[config.mk]
export PLATFORM = sky130hd
export DESIGN_NAME = seg7_scan
export DESIGN_NICKNAME = d
export VERILOG_FILES = /design/src/rtl/seg7_pkg.sv /design/src/rtl/seg7_decode.sv /design/src/rtl/seg7_scan.sv
export SDC_FILE = /design/constraint.sdc
export NUM_CORES = 1
export LEC_CHECK = 0
export BUFFER_PORTS_ARGS = -buffer_cell sky130_fd_sc_hd__buf_2
export CORE_MARGIN = 1.5
export CORE_UTILIZATION = 50
export CTS_BUF_LIST = sky130_fd_sc_hd__clkbuf_4
export CTS_CLUSTER_DIAMETER = 40
export CTS_CLUSTER_SIZE = 28
export DETAILED_ROUTE_END_ITERATION = 8
export PLACE_DENSITY = 0.73
export SLEW_MARGIN = 5
export SYNTH_ARGS = -nofsm -noshare
export SYNTH_HDL_FRONTEND = slang
export SYNTH_SLANG_ARGS = --single-unit
[constraint.sdc]
create_clock -name clk -period 3.79 [get_ports clk]
set_clock_uncertainty 0.2 [all_clocks]
set_input_delay 0.5685 -clock clk [delete_from_list [all_inputs] [get_ports clk]]
set_output_delay 0.5685 -clock clk [all_outputs]
set_load 0.01 [all_outputs]
[src/rtl/seg7_pkg.sv]
// seg7_pkg: shared widths, slot indices, active-low segment glyphs and the
// shadow-register payload used by the 4-digit multiplexed 7-segment scanner.
package seg7_pkg;

    localparam int unsigned DIGIT_W    = 4;
    localparam int unsigned SEG_W      = 7;
    localparam int unsigned NUM_DIGITS = 4;
    localparam int unsigned SLOT_W     = 2;

    typedef logic [SLOT_W-1:0] slot_t;

    // Slot index == anode bit index
    localparam slot_t SLOT_D = 2'd0;
    localparam slot_t SLOT_C = 2'd1;
    localparam slot_t SLOT_B = 2'd2;
    localparam slot_t SLOT_A = 2'd3;

    // Segment order {g,f,e,d,c,b,a}, active-low
    localparam logic [SEG_W-1:0] GLYPH_0     = 7'b1000000;
    localparam logic [SEG_W-1:0] GLYPH_1     = 7'b1111001;
    localparam logic [SEG_W-1:0] GLYPH_2     = 7'b0100100;
    localparam logic [SEG_W-1:0] GLYPH_3     = 7'b0110000;
    localparam logic [SEG_W-1:0] GLYPH_4     = 7'b0011001;
    localparam logic [SEG_W-1:0] GLYPH_5     = 7'b0010010;
    localparam logic [SEG_W-1:0] GLYPH_6     = 7'b0000010;
    localparam logic [SEG_W-1:0] GLYPH_7     = 7'b1111000;
    localparam logic [SEG_W-1:0] GLYPH_8     = 7'b0000000;
    localparam logic [SEG_W-1:0] GLYPH_9     = 7'b0010000;
    localparam logic [SEG_W-1:0] GLYPH_DASH  = 7'b0111111;
    localparam logic [SEG_W-1:0] GLYPH_BLANK = 7'b1111111;

    // Captured display payload: four BCD digits plus per-digit dp enables
    typedef struct packed {
        logic [DIGIT_W-1:0]    a;
        logic [DIGIT_W-1:0]    b;
        logic [DIGIT_W-1:0]    c;
        logic [DIGIT_W-1:0]    d;
        logic [NUM_DIGITS-1:0] dp;
    } shadow_t;

endpackage

[src/rtl/seg7_decode.sv]
// seg7_decode: combinational BCD to active-low 7-segment decoder.
//   code    in  4  digit code; 0..9 standard glyphs, 10..15 dash
//   blank   in  1  force all segments off
//   seg_c   out 7  {g,f,e,d,c,b,a}, active-low
module seg7_decode
    import seg7_pkg::*;
(
    input  logic [DIGIT_W-1:0] code,
    input  logic               blank,
    output logic [SEG_W-1:0]   seg_c
);

    always_comb begin
        seg_c = GLYPH_DASH;
        if (blank) begin
            seg_c = GLYPH_BLANK;
        end else begin
            case (code)
                4'd0:    seg_c = GLYPH_0;
                4'd1:    seg_c = GLYPH_1;
                4'd2:    seg_c = GLYPH_2;
                4'd3:    seg_c = GLYPH_3;
                4'd4:    seg_c = GLYPH_4;
                4'd5:    seg_c = GLYPH_5;
                4'd6:    seg_c = GLYPH_6;
                4'd7:    seg_c = GLYPH_7;
                4'd8:    seg_c = GLYPH_8;
                4'd9:    seg_c = GLYPH_9;
                default: seg_c = GLYPH_DASH;
            endcase
        end
    end

endmodule

[src/rtl/seg7_scan.sv]
// seg7_scan: 4-digit multiplexed 7-segment scanner with shadowed inputs,
// per-slot anti-ghosting blank window and optional leading-zero blanking.
//   clk       in   1  system clock, rising edge
//   rst       in   1  asynchronous reset, active-low
//   A,B,C,D   in   4  BCD digits, A leftmost (an[3]) .. D rightmost (an[0])
//   load      in   1  capture A..D and dp_in into the shadow registers
//   blank_lz  in   1  leading-zero blanking enable (used live)
//   dp_in     in   4  decimal-point enable per digit, bit i -> an[i]
//   seg       out  7  {g,f,e,d,c,b,a}, active-low, registered
//   dp        out  1  decimal point, active-low, registered
//   an        out  4  anodes, active-low, registered
module seg7_scan
    import seg7_pkg::*;
#(
    parameter int unsigned DIV   = 2000,
    parameter int unsigned BLANK = 8
) (
    input  logic                  clk,
    input  logic                  rst,
    input  logic [DIGIT_W-1:0]    A,
    input  logic [DIGIT_W-1:0]    B,
    input  logic [DIGIT_W-1:0]    C,
    input  logic [DIGIT_W-1:0]    D,
    input  logic                  load,
    input  logic                  blank_lz,
    input  logic [NUM_DIGITS-1:0] dp_in,
    output logic [SEG_W-1:0]      seg,
    output logic                  dp,
    output logic [NUM_DIGITS-1:0] an
);

    localparam int unsigned CNT_W = $clog2(DIV);

    logic [CNT_W-1:0]      cnt_q, cnt_d;
    slot_t                 slot_q, slot_d;
    shadow_t               shadow_q, shadow_d;
    logic [SEG_W-1:0]      seg_q, seg_d;
    logic                  dp_q, dp_d;
    logic [NUM_DIGITS-1:0] an_q, an_d;

    logic                  last_c;
    logic                  in_blank_c;
    logic [DIGIT_W-1:0]    digit_c;
    logic                  lz_c;
    logic                  dp_sel_c;
    logic [SEG_W-1:0]      dec_seg_c;

    assign last_c = (cnt_q == CNT_W'(DIV - 1));

    // Anti-ghosting window at the start of every slot
    if (BLANK == 0) begin : g_no_blank
        assign in_blank_c = 1'b0;
    end else begin : g_blank
        assign in_blank_c = (cnt_q < CNT_W'(BLANK));
    end

    // Select the active slot's digit and its leading-zero blank condition
    always_comb begin
        digit_c = shadow_q.d;
        lz_c    = 1'b0;
        case (slot_q)
            SLOT_D: begin
                digit_c = shadow_q.d;
                lz_c    = 1'b0;
            end
            SLOT_C: begin
                digit_c = shadow_q.c;
                lz_c    = blank_lz && (shadow_q.a == 4'd0) && (shadow_q.b == 4'd0)
                          && (shadow_q.c == 4'd0);
            end
            SLOT_B: begin
                digit_c = shadow_q.b;
                lz_c    = blank_lz && (shadow_q.a == 4'd0) && (shadow_q.b == 4'd0);
            end
            SLOT_A: begin
                digit_c = shadow_q.a;
                lz_c    = blank_lz && (shadow_q.a == 4'd0);
            end
            default: begin
                digit_c = shadow_q.d;
                lz_c    = 1'b0;
            end
        endcase
    end

    assign dp_sel_c = shadow_q.dp[slot_q];

    seg7_decode u_decode (
        .code  (digit_c),
        .blank (lz_c),
        .seg_c (dec_seg_c)
    );

    // Next-state: prescaler, slot, shadow capture and registered outputs
    always_comb begin
        cnt_d    = last_c ? '0 : cnt_q + CNT_W'(1);
        slot_d   = last_c ? slot_q + 2'd1 : slot_q;
        shadow_d = shadow_q;
        an_d     = 4'b1111;
        seg_d    = GLYPH_BLANK;
        dp_d     = 1'b1;

        if (load) begin
            shadow_d = '{a: A, b: B, c: C, d: D, dp: dp_in};
        end

        if (!in_blank_c) begin
            an_d  = ~(4'b0001 << slot_q);
            seg_d = dec_seg_c;
            dp_d  = ~dp_sel_c;
        end
    end

    always_ff @(posedge clk or negedge rst) begin
        if (!rst) begin
            cnt_q    <= '0;
            slot_q   <= SLOT_D;
            shadow_q <= '0;
            an_q     <= 4'b1111;
            seg_q    <= GLYPH_BLANK;
            dp_q     <= 1'b1;
        end else begin
            cnt_q    <= cnt_d;
            slot_q   <= slot_d;
            shadow_q <= shadow_d;
            an_q     <= an_d;
            seg_q    <= seg_d;
            dp_q     <= dp_d;
        end
    end

    assign seg = seg_q;
    assign dp  = dp_q;
    assign an  = an_q;

endmodule

Yosys cells after proc, flatten, opt, wreduce, memory -nomap -nowiden

Memory sizes are Yosys's and may differ from the RTL's.
Cells that the tools add are included.

Output and inout port bits: 12
Input bits: 24
Memories kept: 1
Logic and storage cells: 38
Memory bits (read-only): 112
Flip-flop bits (word level): 45

Memory list:

| name            | depth | width | rd ports | clocked after memory_dff | wr ports | line              | source |
|---|---|---|---|---|---|---|---|
| (no name shown) | 16    | 7     | 1        | 0                        | 0        | seg7_decode.sv:18 | `case (code)` |

Shifts and indexed selects: 1
Reduce and logical (&&, ||, !) cells: 7
Add/subtract/negate cells: 2
Mux-type cells: 9
Eq/ne operators: 4
$lt $le $gt $ge: 2
Bitwise logic cells: 2

Operators with widths:

| cell                                                | count |
|---|---|
| one-hot mux 4 bit (4 select lines)                  | 1 |
| 2-to-1 mux 7 bit                                    | 2 |
| logical NOT 4 bit                                   | 3 |
| adder 11 x 1 -> 11 bit, second input constant       | 1 |
| == test 11 bit, second input constant               | 1 |
| < comparator 11 x 4 -> 1 bit, second input constant | 1 |
| 2-to-1 mux 11 bit                                   | 1 |
| == test 2 bit, second input constant                | 2 |
| 2-to-1 mux 4 bit                                    | 1 |
| inverter 4 bit                                      | 1 |
| one-hot mux 1 bit (4 select lines)                  | 1 |
| left shift 1 x 2 -> 4 bit, first input constant     | 1 |
| logical AND 1 bit                                   | 3 |
| < comparator 2 x 3 -> 1 bit, second input constant  | 1 |
| adder 2 x 1 -> 2 bit, second input constant         | 1 |
| binary-select mux 1 bit (select 2 bit)              | 1 |
| == test 2 x 1 -> 1 bit, second input constant       | 1 |
| logical NOT 2 bit                                   | 1 |
| 2-to-1 mux 1 bit                                    | 2 |
| inverter 1 bit                                      | 1 |

Longest topological paths before layout

Gate-level depths: netlist (run 1).

Word-level depth: 7
Mapped depth: 10

Cells and area by module

Synthesis (run 1) repeated with hierarchy kept, for this count alone.

Cells, all modules: 197
Area total of the unflattened synthesis: 2240.9 µm²

Modules (own cells, without submodules):

| module      | times used | cells an instance | area each (µm²) |
|---|---|---|---|
| seg7_scan   | 1          | 162               | 2005.7 |
| seg7_decode | 1          | 35                | 235.2 |

Worst setup path before layout (run 1)

No wires, ideal clock.

Path kind: reg2reg
Start: reg slot_q[0]
End: reg seg_q[2] (netlist: seg[2])
Library setup time: 0.081 ns
Period minus slack after synthesis: 2.109 ns
Stages on the path, launching flop included: 7
Required time: 3.509 ns
Path buffers: 1
Arrival time: 1.828 ns
Setup slack: 1.681 ns
Cell sequence: dfrtp_1 -> inv_1 -> ha_1 -> buf_6 -> or4b_1 -> o41a_1 -> o211ai_1

Longest elaborated chain between the ends: 5
Elaborated cells on any way between the ends: 9
Those cells by class: eq/ne: 3; mux: 4; reduce/logical: 1; memory: 1

Ends and longest elaborated chain:

| what                                  | line              | source |
|---|---|---|
| from (decl)                           | seg7_scan.sv:35   | `slot_t slot_q, slot_d;` |
| from (signal assigned)                | seg7_scan.sv:124  | `slot_q <= slot_d;` |
| == test 2 bit (tied with other cells) | seg7_scan.sv:61   | `case (slot_q)` |
| one-hot mux 4 bit (4 select lines)    | seg7_scan.sv:61   |  |
| memory read (16 x 7 bit)              | --                |  |
| 2-to-1 mux 7 bit (*)                  | seg7_decode.sv:15 | `if (blank) begin` |
| 2-to-1 mux 7 bit (*)                  | seg7_scan.sv:107  | `if (!in_blank_c) begin` |
| via seg_d[2]                          | seg7_scan.sv:37   | `logic [SEG_W-1:0] seg_q, seg_d;` |
| to (signal assigned)                  | seg7_scan.sv:127  | `seg_q <= seg_d;` |
| to (decl)                             | seg7_scan.sv:37   |  |

Mark *: on every way through the listed nets, which the timed path passes. The rest lies on a longest branch.
A chain may end at the register's enable or synchronous reset.

Worst setup path after layout (run 1)

Start: reg slot_q[0]
End: reg seg_q[6] (netlist: seg[6])

Same word-level chain as after synthesis.

==> flow_summary_export.csv, run 1 <==
group,metric,value,unit
drt,vias_per_cell,5.39,
yosys,async_reset_ff_share,100,%
floorplan,fp.coreArea,0.00397,mm2
yosys,ys_ff_latch,45,
yosys,synth_cells,176,
cts,cts_hold_buf,0,
final_layout,fillers,367,
drt,dr_wl_met2,1.64,mm
drt,ant_nets,0,
timing,tightest_slew,967,ps
global_route,grt.total_usage,19.6,%
timing,fmax,435,MHz
worst_setup_path,worstPathArrival,2390,ps
cts,tritoncts,"yes",
global_route,grt_pass1_vias,1417,
final_layout,area_growth,13.1,%
worst_setup_path,slowest_stage,"or4b_1",
yosys,synth_flop_cell,"dfrtp_1",
final_layout,fin_nets,247,
worst_setup_path,critical_path_class,"flop to flop",
drt,totalWireLength,3.67,mm
global_route,grt_pass1_wl,6.47,mm
cts,clock_sinks,45,
yosys,synth_most_common_cell,"dfrtp_1",
worst_setup_path,critPathRequiredTime,3880,ps
floorplan,chipHeight,66.9,um
yosys,synthTopCellsByCount,"dfrtp_1 (33), nand2_1 (19), mux2_2 (17)",
final_layout,multi_input_area,846,um2
hold_path,hold_class,"input port to asynchronous set/reset pin",
worst_setup_path,crit-reg2reg-launch,"slot_q[0]$_DFFE_PN0N_",
yosys,synth_area_leaders,"dfrtp_1 (40%), dfstp_2 (15%), mux2_2 (9.4%)",
drt,firstDrtPassIters,4,
power_and_ir_drop,power,858,uW
power_and_ir_drop,ir_drop,229,uV
global_route,grt_max_degree,46,
cts,cts_setup_buffers,0,
drt,dr.max_layer_used,"met4",
drt,drt_iter0_markers,68,
worst_setup_path,slowest_delay,510,ps
worst_setup_path,start_kind,"flop",
cts,cts_root_buffer,"clkbuf_4",
placed_design,port_buffers,35,
timing,final_max_slew_viol_count,0,
yosys,synth_top_area_share,40.4,%
global_route,grt_antenna_before_repair,0,
yosys,avgSynthCellArea,11.6,um2
floorplan,num_rows,23,
global_route,grt-ovfl-total,0,
drt,vias,1428,
yosys,synthXorXnorAreaFrac,3.00,%
yosys,synth_simple_gate_area_share,12.2,%
cts,ctsResizeCount,0,
cts,cts_buffers,5,
final_layout,drive_gt1_share,34.0,%
worst_setup_path,r2r_cells,5,
yosys,synth_area,0.00204,mm2
timing,maxSlewHeadroom,35.6,%
floorplan,start_util,51.5,%
timing,rsz0062_at_grt,"false",
yosys,synth-edff-count,0,
timing,setup_viol,0,
yosys,syn-num-nets,209,
drt,wl_per_cell,13.8,um
final_layout,num_antenna_cells,0,
placed_design,routabilityCongestion,0.876,
run_status,outcome,"finished, final reports clean",
cts,h-tree-depth,2,
placed_design,hpwlAfterDp,2.65,mm
drt,wl_met1,1.75,mm
worst_setup_path,rrSetupSlack,1490,ps
cts,clk_latency,350,ps
final_layout,register_area,0.00114,mm2
power_and_ir_drop,power_leakage,0.00107,uW
worst_setup_path,endpoint_kind,"flop",
yosys,muxShareOfSynthArea,11.0,%
floorplan,fp.dieArea,0.00448,mm2
yosys,synthAdderAreaFrac,5.51,%
power_and_ir_drop,p_per_area,371,mW/mm2
worst_setup_path,worstPathCellList,"inv_1 > ha_1 > or4b_1 > o41a_1 > o211ai_1",
worst_setup_path,reg2reg_to,"seg[6]$_DFF_PN1_",
timing,min_period,2300,ps
timing,whs,153,ps
cts,cts_buffer_depth,2,
run,drv_cap,0,
yosys,seq_area_frac_synth,55.8,%
yosys,synth_compound_area_share,9.67,%
yosys,synth_top_family_by_area,"simple AND/OR/NAND/NOR gates",
yosys,yosysWarnings,0,
drt,drc,0,
yosys,synth_area_leader_cell,"dfrtp_1",
floorplan,ios,36,
yosys,ys_types,34,
timing,hold_viol,0,
timing,fin_crit_sh,60.7,%
timing,setup_tns,0,ps
cts,clk_pin_slew,130,ps
worst_setup_path,worstPathMaxFanout,8,
floorplan,die_w,66.9,um
drt,dr_wl_met3,224,um
==> state kept, by name, indices dropped and copies added, names as in the netlist <==
register and flops:
shadow_q 20, cnt_q 11, dp 1, an 4
seg 7, slot_q 2
==> layout by cell type (no fill, tap or decap), types with 2 or more instances in the layout <==
cell type  count
nand3_1        8
o21ai_0        9
buf_2         35
nor2_1        12
a21oi_1        6
xor2_1         4
xnor2_1        3
and3_1         2
o22ai_1        2
dfrtp_1       33
nor2b_1        2
inv_1          8
a222oi_1       2
a22oi_1        4
ha_1           9
dfstp_2       12
or3_1          2
nand4_1        2
nand2_1       19
nor4_1         3
clkbuf_4       5
o211ai_1       2
clkinv_1       2
mux2_2        17
==> power by group <==
| part | leakage, uW | internal, uW | switching [uW] | total, uW |
|---|---|---|---|---|
| Sequential | 0.000529 | 522 | 17.4 | 539 |
| Clock | 0.0000300 | 67.3 | 147 | 215 |
| Combinational | 0.000509 | 49.5 | 54.5 | 104 |
==> worst max path at each step <==
stage / from / to / slack, ps / depth (start not counted)
floorplan: slot_q[0]$_DFFE_PN0N_ / seg[2]$_DFF_PN1_ / 1680 / 6
global placement: slot_q[0]$_DFFE_PN0N_ / seg[2]$_DFF_PN1_ / 1600 / 5
detailed placement: slot_q[0]$_DFFE_PN0N_ / seg[6]$_DFF_PN1_ / 1520 / 5
CTS: slot_q[0]$_DFFE_PN0N_ / seg[6]$_DFF_PN1_ / 1490 / 5
global route: slot_q[0]$_DFFE_PN0N_ / seg[3]$_DFF_PN1_ / 1310 / 6
finish: slot_q[0]$_DFFE_PN0N_ / seg[6]$_DFF_PN1_ / 1490 / 5
==> through the flow <==
stage | util (%) | instance area (um2) | setup slack [ps] | std cells
after floorplan | - | 2040 | 1680 | 176
after global placement | 57.0 | 2260 | 1600 | 257
after detailed placement | 57.0 | 2260 | 1520 | 257
after CTS | 58.2 | 2310 | 1490 | 265
after global routing | 58.2 | 2310 | 1310 | 265
final | 58.2 | 2310 | 1490 | 265
==> logic make-up (layout without fill, tap and decap cells) <==
| family | after synthesis | count (layout) |
|---|---|---|
| XOR/XNOR | 7 | 7 |
| multiplexers | 19 | 19 |
| AO/OA/AOI/OAI | 30 | 30 |
| buffers and inverters | 13 | 52 |
| flip-flops | 45 | 45 |
| adder cells (fa/ha/maj) | 9 | 9 |
| AND/OR/NAND/NOR | 53 | 53 |
==> worst max-delay path, delay by kind of cell (launching register included) <==
kind	cells	cell delay [ps]
AO/OA/AOI/OAI	2	620
buffers and inverters	1	130
AND/OR/NAND/NOR	1	510
adder cells (fa/ha/maj)	1	330
flip-flops	1	440
==> final cells by class <==
type / instances / share of cell area [%]
Tap cell: 50 / 2.71
Clock inverter: 3 / 0.541
Multi-Input combinational cell: 118 / 36.6
Inverter: 8 / 1.30
Sequential cell: 45 / 49.4
Clock buffer: 5 / 1.62
Timing Repair Buffer: 36 / 7.90
==> per-layer routing <==
layer,track usage (%),vias to the layer above
li1,-,694
met1,27.0,683
met2,29.0,45
met3,4.22,6
met4,9.95,0
met5,0,-
Power figures use the tool's default switching activity.
==> inputs of run 2 (changes only) <==
- PLACE_DENSITY: 0.73 -> 0.75
- clock period: 3.79 -> 1.85 ns (I/O delays scaled with it)
==> flow_summary_export.csv, run 2 (synthesis results as in run 1) <==
group,metric,value,unit
run_status,outcome,"finished with violations",
run_status,violations,"setup timing",
drt,drc,0,
cts,h-tree-depth,2,
timing,fin_crit_sh,112,%
worst_setup_path,endpoint_kind,"flop",
global_route,grt_antenna_before_repair,0,
floorplan,num_rows,23,
power_and_ir_drop,power,1990,uW
floorplan,ios,36,
placed_design,port_buffers,35,
final_layout,fin_nets,290,
final_layout,drive_gt1_share,44.6,%
global_route,grt_max_degree,25,
timing,rsz0062_at_grt,"true",
final_layout,multi_input_area,927,um2
cts,clk_latency,350,ps
timing,hold_viol,0,
timing,fmax,482,MHz
timing,setup_viol,7,
worst_setup_path,slowest_stage,"or4b_4",
worst_setup_path,worstPathMaxFanout,7,
final_layout,layout_commonest_cell,"buf_2",
floorplan,chipHeight,66.9,um
timing,maxSlewHeadroom,66.1,%
drt,vias_per_cell,5.29,
floorplan,fp.dieArea,0.00448,mm2
final_layout,fin_util,70.8,%
worst_setup_path,cp_top_family,"compound AO/OA/AOI/OAI gates",
power_and_ir_drop,power_leakage,0.00128,uW
final_layout,register_area,0.00114,mm2
cts,cts_buffers,5,
drt,drt_iter0_markers,77,
placed_design,dp.cells,276,
worst_setup_path,start_kind,"flop",
final_layout,instances_no_fill,308,
floorplan,fp.coreArea,0.00397,mm2
power_and_ir_drop,ir_drop,546,uV
power_and_ir_drop,p_per_area,706,mW/mm2
cts,clock_sinks,45,
floorplan,die_w,66.9,um
run,drv_cap,0,
cts,tritoncts,"yes",
worst_setup_path,worstPathArrival,2160,ps
placed_design,pre_cts_slack,-240,ps
timing,final_max_slew_viol_count,0,
drt,totalWireLength,4.41,mm
floorplan,start_util,51.5,%
final_layout,num_antenna_cells,0,
final_layout,top_register,"shadow_q",
global_route,grt_pass1_wl,7.67,mm
drt,vias,1628,
worst_setup_path,critical_path_class,"flop to flop",
final_layout,area_growth,37.6,%
timing,min_period,2080,ps
worst_setup_path,worstPathCellList,"inv_2 > ha_4 > or4b_4 > o41a_1 > o211ai_1",
placed_design,hpwlAfterDp,3.07,mm
global_route,grt.total_usage,23.5,%
hold_path,hold_class,"input port to flop",
worst_setup_path,critPathRequiredTime,1930,ps
placed_design,routabilityCongestion,0.903,
worst_setup_path,slowest_delay,470,ps
timing,tightest_slew,508,ps
final_layout,largest_reg_flops,20,
drt,wl_per_cell,14.3,um
cts,cts_root_buffer,"clkbuf_4",
global_route,grt_pass1_vias,1670,
cts,clk_pin_slew,130,ps
final_layout,fillers,286,
drt,ant_nets,0,
cts,cts_buffer_depth,2,
final_layout,final_cell_mix,"buf_2 (35), dfrtp_1 (31), buf_4 (22)",
global_route,grt-ovfl-total,0,
timing,layout_setup_ws,-226,ps
worst_setup_path,critPathBufInv,1,
drt,firstDrtPassIters,5,
## run 2: changes by cell type in the layout (fill, tap and decap cells not counted), sizes merged
cell         previous run  this run
dlygate4sd3             0        21
clkbuf                  5         6
buf                    36        58
clkinv                  3         1
bufinv                  0         1
## run 2: tightest hold or removal path: stages
cell and delay, ps:
buf_2 250, nand2_1 100, o21ai_0 70
## run 2: worst paths after layout
path	startpoint	endpoint	slack, ps	depth (start not counted)
min in group asynchronous	rst	shadow_q[5]$_DFFE_PN0P_	210	2
worst max register to register	slot_q[0]$_DFFE_PN0N_	seg[2]$_DFF_PN1_	-230	5
worst min register to register	cnt_q[0]$_DFF_PN0_	cnt_q[0]$_DFF_PN0_	300	1
max in group asynchronous	rst	an[0]$_DFF_PN1_	660	3
worst max-delay path	slot_q[0]$_DFFE_PN0N_	seg[2]$_DFF_PN1_	-230	5
worst min-delay path	load	shadow_q[4]$_DFFE_PN0P_	180	3
## run 2: per-stage QoR
stage                     hold slack [ps]  TNS, ps  area (um2)
after floorplan                      -218     -868        2060
after global placement               71.4     -826        2440
after detailed placement             78.9    -1270        2440
after CTS                             159    -1370        2760
after global routing                  192    -1940        2810
final                                 180    -1360        2810
## run 2: layout make-up
cell class,count,share of cell area (%)
repair buffers,79,20.3
clock inverters,2,1.20
inverters,8,1.07
multi-input cells,118,33.0
clock buffers,6,1.60
flip-flops and latches,45,40.7
well taps,50,2.22
## run 2: where the power goes
| part | switching, uW | internal (uW) |
|---|---|---|
| registers | 37.8 | 1070 |
| clock network | 296 | 296 |
| logic | 133 | 156 |
| total | 466 | 1520 |
## run 2: per-layer routing
metal	vias up	global-route usage (%)	part of all wire, %
li1	789	-	-
met2	44	39.6	50
met5	-	0	0
met3	11	6.25	4.2
met4	0	8.93	1.9
met1	784	28.6	44
## run 2: what timing repair did
action                     CTS  global route
hold buffers                21             0
setup buffers                2             1
pin swaps                    4             4
setup endpoints to repair    7            10
gates resized for setup      6            11
hold endpoints to repair    41             0
==> inputs of run 3 (changes only) <==
- BUFFER_PORTS_ARGS: -buffer_cell sky130_fd_sc_hd__buf_2 -> -buffer_cell sky130_fd_sc_hd__clkbuf_2
- SYNTH_HIERARCHICAL: unset -> 1
==> flow_summary_export.csv, run 3 <==
group,metric,value,unit
placed_design,hpwlAfterDp,2.92,mm
final_layout,drive_gt1_share,43.9,%
timing,rsz0062_at_grt,"true",
timing,final_max_slew_viol_count,0,
yosys,synth_flop_cell,"dfrtp_1",
global_route,grt.total_usage,19.6,%
power_and_ir_drop,power_leakage,0.00141,uW
run_status,violations,"setup timing",
yosys,seq_area_frac_synth,50.9,%
floorplan,ios,36,
global_route,grt_pass1_vias,1629,
floorplan,chipHeight,69.9,um
timing,setup_viol,7,
worst_setup_path,r2r_cells,8,
run,drv_cap,0,
timing,fin_crit_sh,128,%
placed_design,place_area,0.00270,mm2
drt,vias_per_cell,5.21,
final_layout,final_cell_mix,"clkbuf_2 (35), dfrtp_1 (31), buf_4 (26)",
power_and_ir_drop,p_per_area,623,mW/mm2
yosys,synth_area_leader_cell,"dfrtp_1",
floorplan,fp.coreArea,0.00432,mm2
placed_design,port_buffers,35,
worst_setup_path,startpoint,"slot_q[0]$_DFFE_PN0N_",
yosys,synth_most_common_cell,"dfrtp_1",
yosys,synth_area,0.00224,mm2
worst_setup_path,endpoint_kind,"flop",
floorplan,die_w,69.9,um
worst_setup_path,start_kind,"flop",
final_layout,fin_nets,314,
yosys,synth-edff-count,0,
timing,maxSlewHeadroom,66.7,%
yosys,ys_types,47,
timing,layout_setup_ws,-522,ps
floorplan,fp.dieArea,0.00489,mm2
final_layout,area_growth,35.1,%
cts,clk_pin_slew,130,ps
final_layout,num_antenna_cells,0,
drt,drc,0,
worst_setup_path,critPathRequiredTime,1950,ps
yosys,synthTopCellsByCount,"dfrtp_1 (33), mux2_2 (16), nand2_1 (13)",
timing,min_period,2370,ps
drt,vias,1729,
yosys,yosysWarnings,6,
cts,cts_buffer_depth,2,
run_status,outcome,"finished with violations",
final_layout,top_register,"shadow_q",
drt,firstDrtPassIters,4,
timing,tightest_slew,499,ps
final_layout,largest_reg_flops,20,
cts,cts_buffers,5,
floorplan,num_rows,24,
power_and_ir_drop,ir_drop,440,uV
cts,h-tree-depth,2,
cts,clock_sinks,45,
yosys,avgSynthCellArea,11.4,um2
cts,clk_latency,360,ps
yosys,synth_top_area_share,36.9,%
final_layout,design_area,0.00303,mm2
final_layout,layout_commonest_cell,"clkbuf_2",
global_route,grt_max_degree,46,
drt,totalWireLength,4.51,mm
worst_setup_path,worstPathArrival,2470,ps
hold_path,hold_class,"input port to asynchronous set/reset pin",
timing,fmax,422,MHz
yosys,synth_area_leaders,"dfrtp_1 (37%), dfstp_2 (14%), mux2_2 (8.0%)",
cts,cts_root_buffer,"clkbuf_4",
timing,hold_viol,0,
worst_setup_path,crit-reg2reg-launch,"slot_q[0]$_DFFE_PN0N_",
worst_setup_path,cp-endpoint,"seg[0]$_DFF_PN1_",
drt,drt_iter0_markers,101,
placed_design,routabilityCongestion,0.859,
worst_setup_path,reg2reg_to,"seg[0]$_DFF_PN1_",
drt,ant_nets,0,
floorplan,start_util,51.8,%
yosys,async_reset_ff_share,100,%
worst_setup_path,worstPathMaxFanout,4,
timing,setup_tns,-3230,ps
worst_setup_path,rrSetupSlack,-520,ps
yosys,ys_ff_latch,45,
global_route,grt_pass1_wl,7.57,mm
global_route,grt_antenna_before_repair,0,
global_route,grt-ovfl-total,0,
worst_setup_path,critical_path_class,"flop to flop",
yosys,syn-num-nets,232,
cts,tritoncts,"yes",
drt,wl_per_cell,13.6,um
yosys,synth_cells,197,
-- run 3: cell types whose count changed in the layout (fill, tap and decap cells not counted), sizes merged, moves of 4 or more --
| cell | before | now |
|---|---|---|
| nand3 | 8 | 4 |
| clkbuf | 6 | 40 |
| buf | 58 | 29 |
| nor2 | 12 | 6 |
| a22oi | 4 | 0 |
| nand2 | 19 | 14 |
| nand2b | 0 | 10 |
-- run 3: cell type report --
class	instances	area (um2)
well taps	52	65.1
flip-flops and latches	45	1140
fillers	308	1300
multi-input cells	133	1110
inverters	9	36.3
clock inverters	3	12.5
repair buffers	85	617
clock buffers	5	37.5
-- run 3: critical path, cell delays in order, from the launching register on --
cell and delay [ps]:
dfrtp_2 500, ha_4 200, a222oi_1 410, mux2i_2 170, ha_2 200, or2_0 200, a211oi_2 220, nor2_1 70
nand2b_1 140
-- run 3: power breakdown --
group | switching [uW] | total, uW | internal [uW]
registers | 34.2 | 1100 | 1070
logic | 146 | 332 | 186
clock network | 312 | 450 | 138
-- run 3: logic make-up after synthesis --
kind of cell             count (synthesis)  share of synthesized area (%)
AND/OR/NAND/NOR                         58                           14.9
adder cells (fa/ha/maj)                 11                           6.14
buffers and inverters                   19                           3.91
AO/OA/AOI/OAI                           39                           11.4
XOR/XNOR                                 3                           1.17
multiplexers                            22                           11.5
flip-flops                              45                           50.9
-- run 3: what timing repair did --
| action | CTS | global route |
|---|---|---|
| endpoints found under the setup margin | 7 | 8 |
| hold buffers | 21 | 0 |
| endpoints found under the hold margin | 65 | 0 |
| gates resized for setup | 3 | 10 |
| gates cloned | 1 | 0 |
| pin swaps | 0 | 4 |
| buffers inserted | 1 | 2 |
-- run 3: per-stage QoR --
step	hold slack, ps	worst slack, ps	total power, uW	std cells	utilization [%]
2_1_floorplan	-218	-326	1280	197	-
3_3_place_gp	76.7	-409	1390	299	62.4
3_5_place_dp	79.4	-471	1400	299	62.4
4_1_cts	215	-497	1890	330	68.8
5_1_grt	252	-641	1980	332	70.0
6_report	207	-522	1890	332	70.0
-- run 3: worst min-delay path by stage --
stage	startpoint	end	slack, ps
final	rst	shadow_q[3]$_DFFE_PN0P_	210
after global routing	rst	shadow_q[3]$_DFFE_PN0P_	250
after CTS	rst	shadow_q[7]$_DFFE_PN0P_	210
after detailed placement	rst	cnt_q[0]$_DFF_PN0_	80
after global placement	rst	cnt_q[0]$_DFF_PN0_	80
after floorplan	rst	cnt_q[0]$_DFF_PN0_	-220
-- run 3: per-layer routing --
metal | global-route usage (%) | share of wire (%) | vias up
met5 | 0 | 0 | -
met4 | 7.69 | 2.0 | 0
met3 | 4.47 | 4.3 | 8
met2 | 31.4 | 49 | 45
met1 | 25.9 | 45 | 813
li1 | - | - | 863
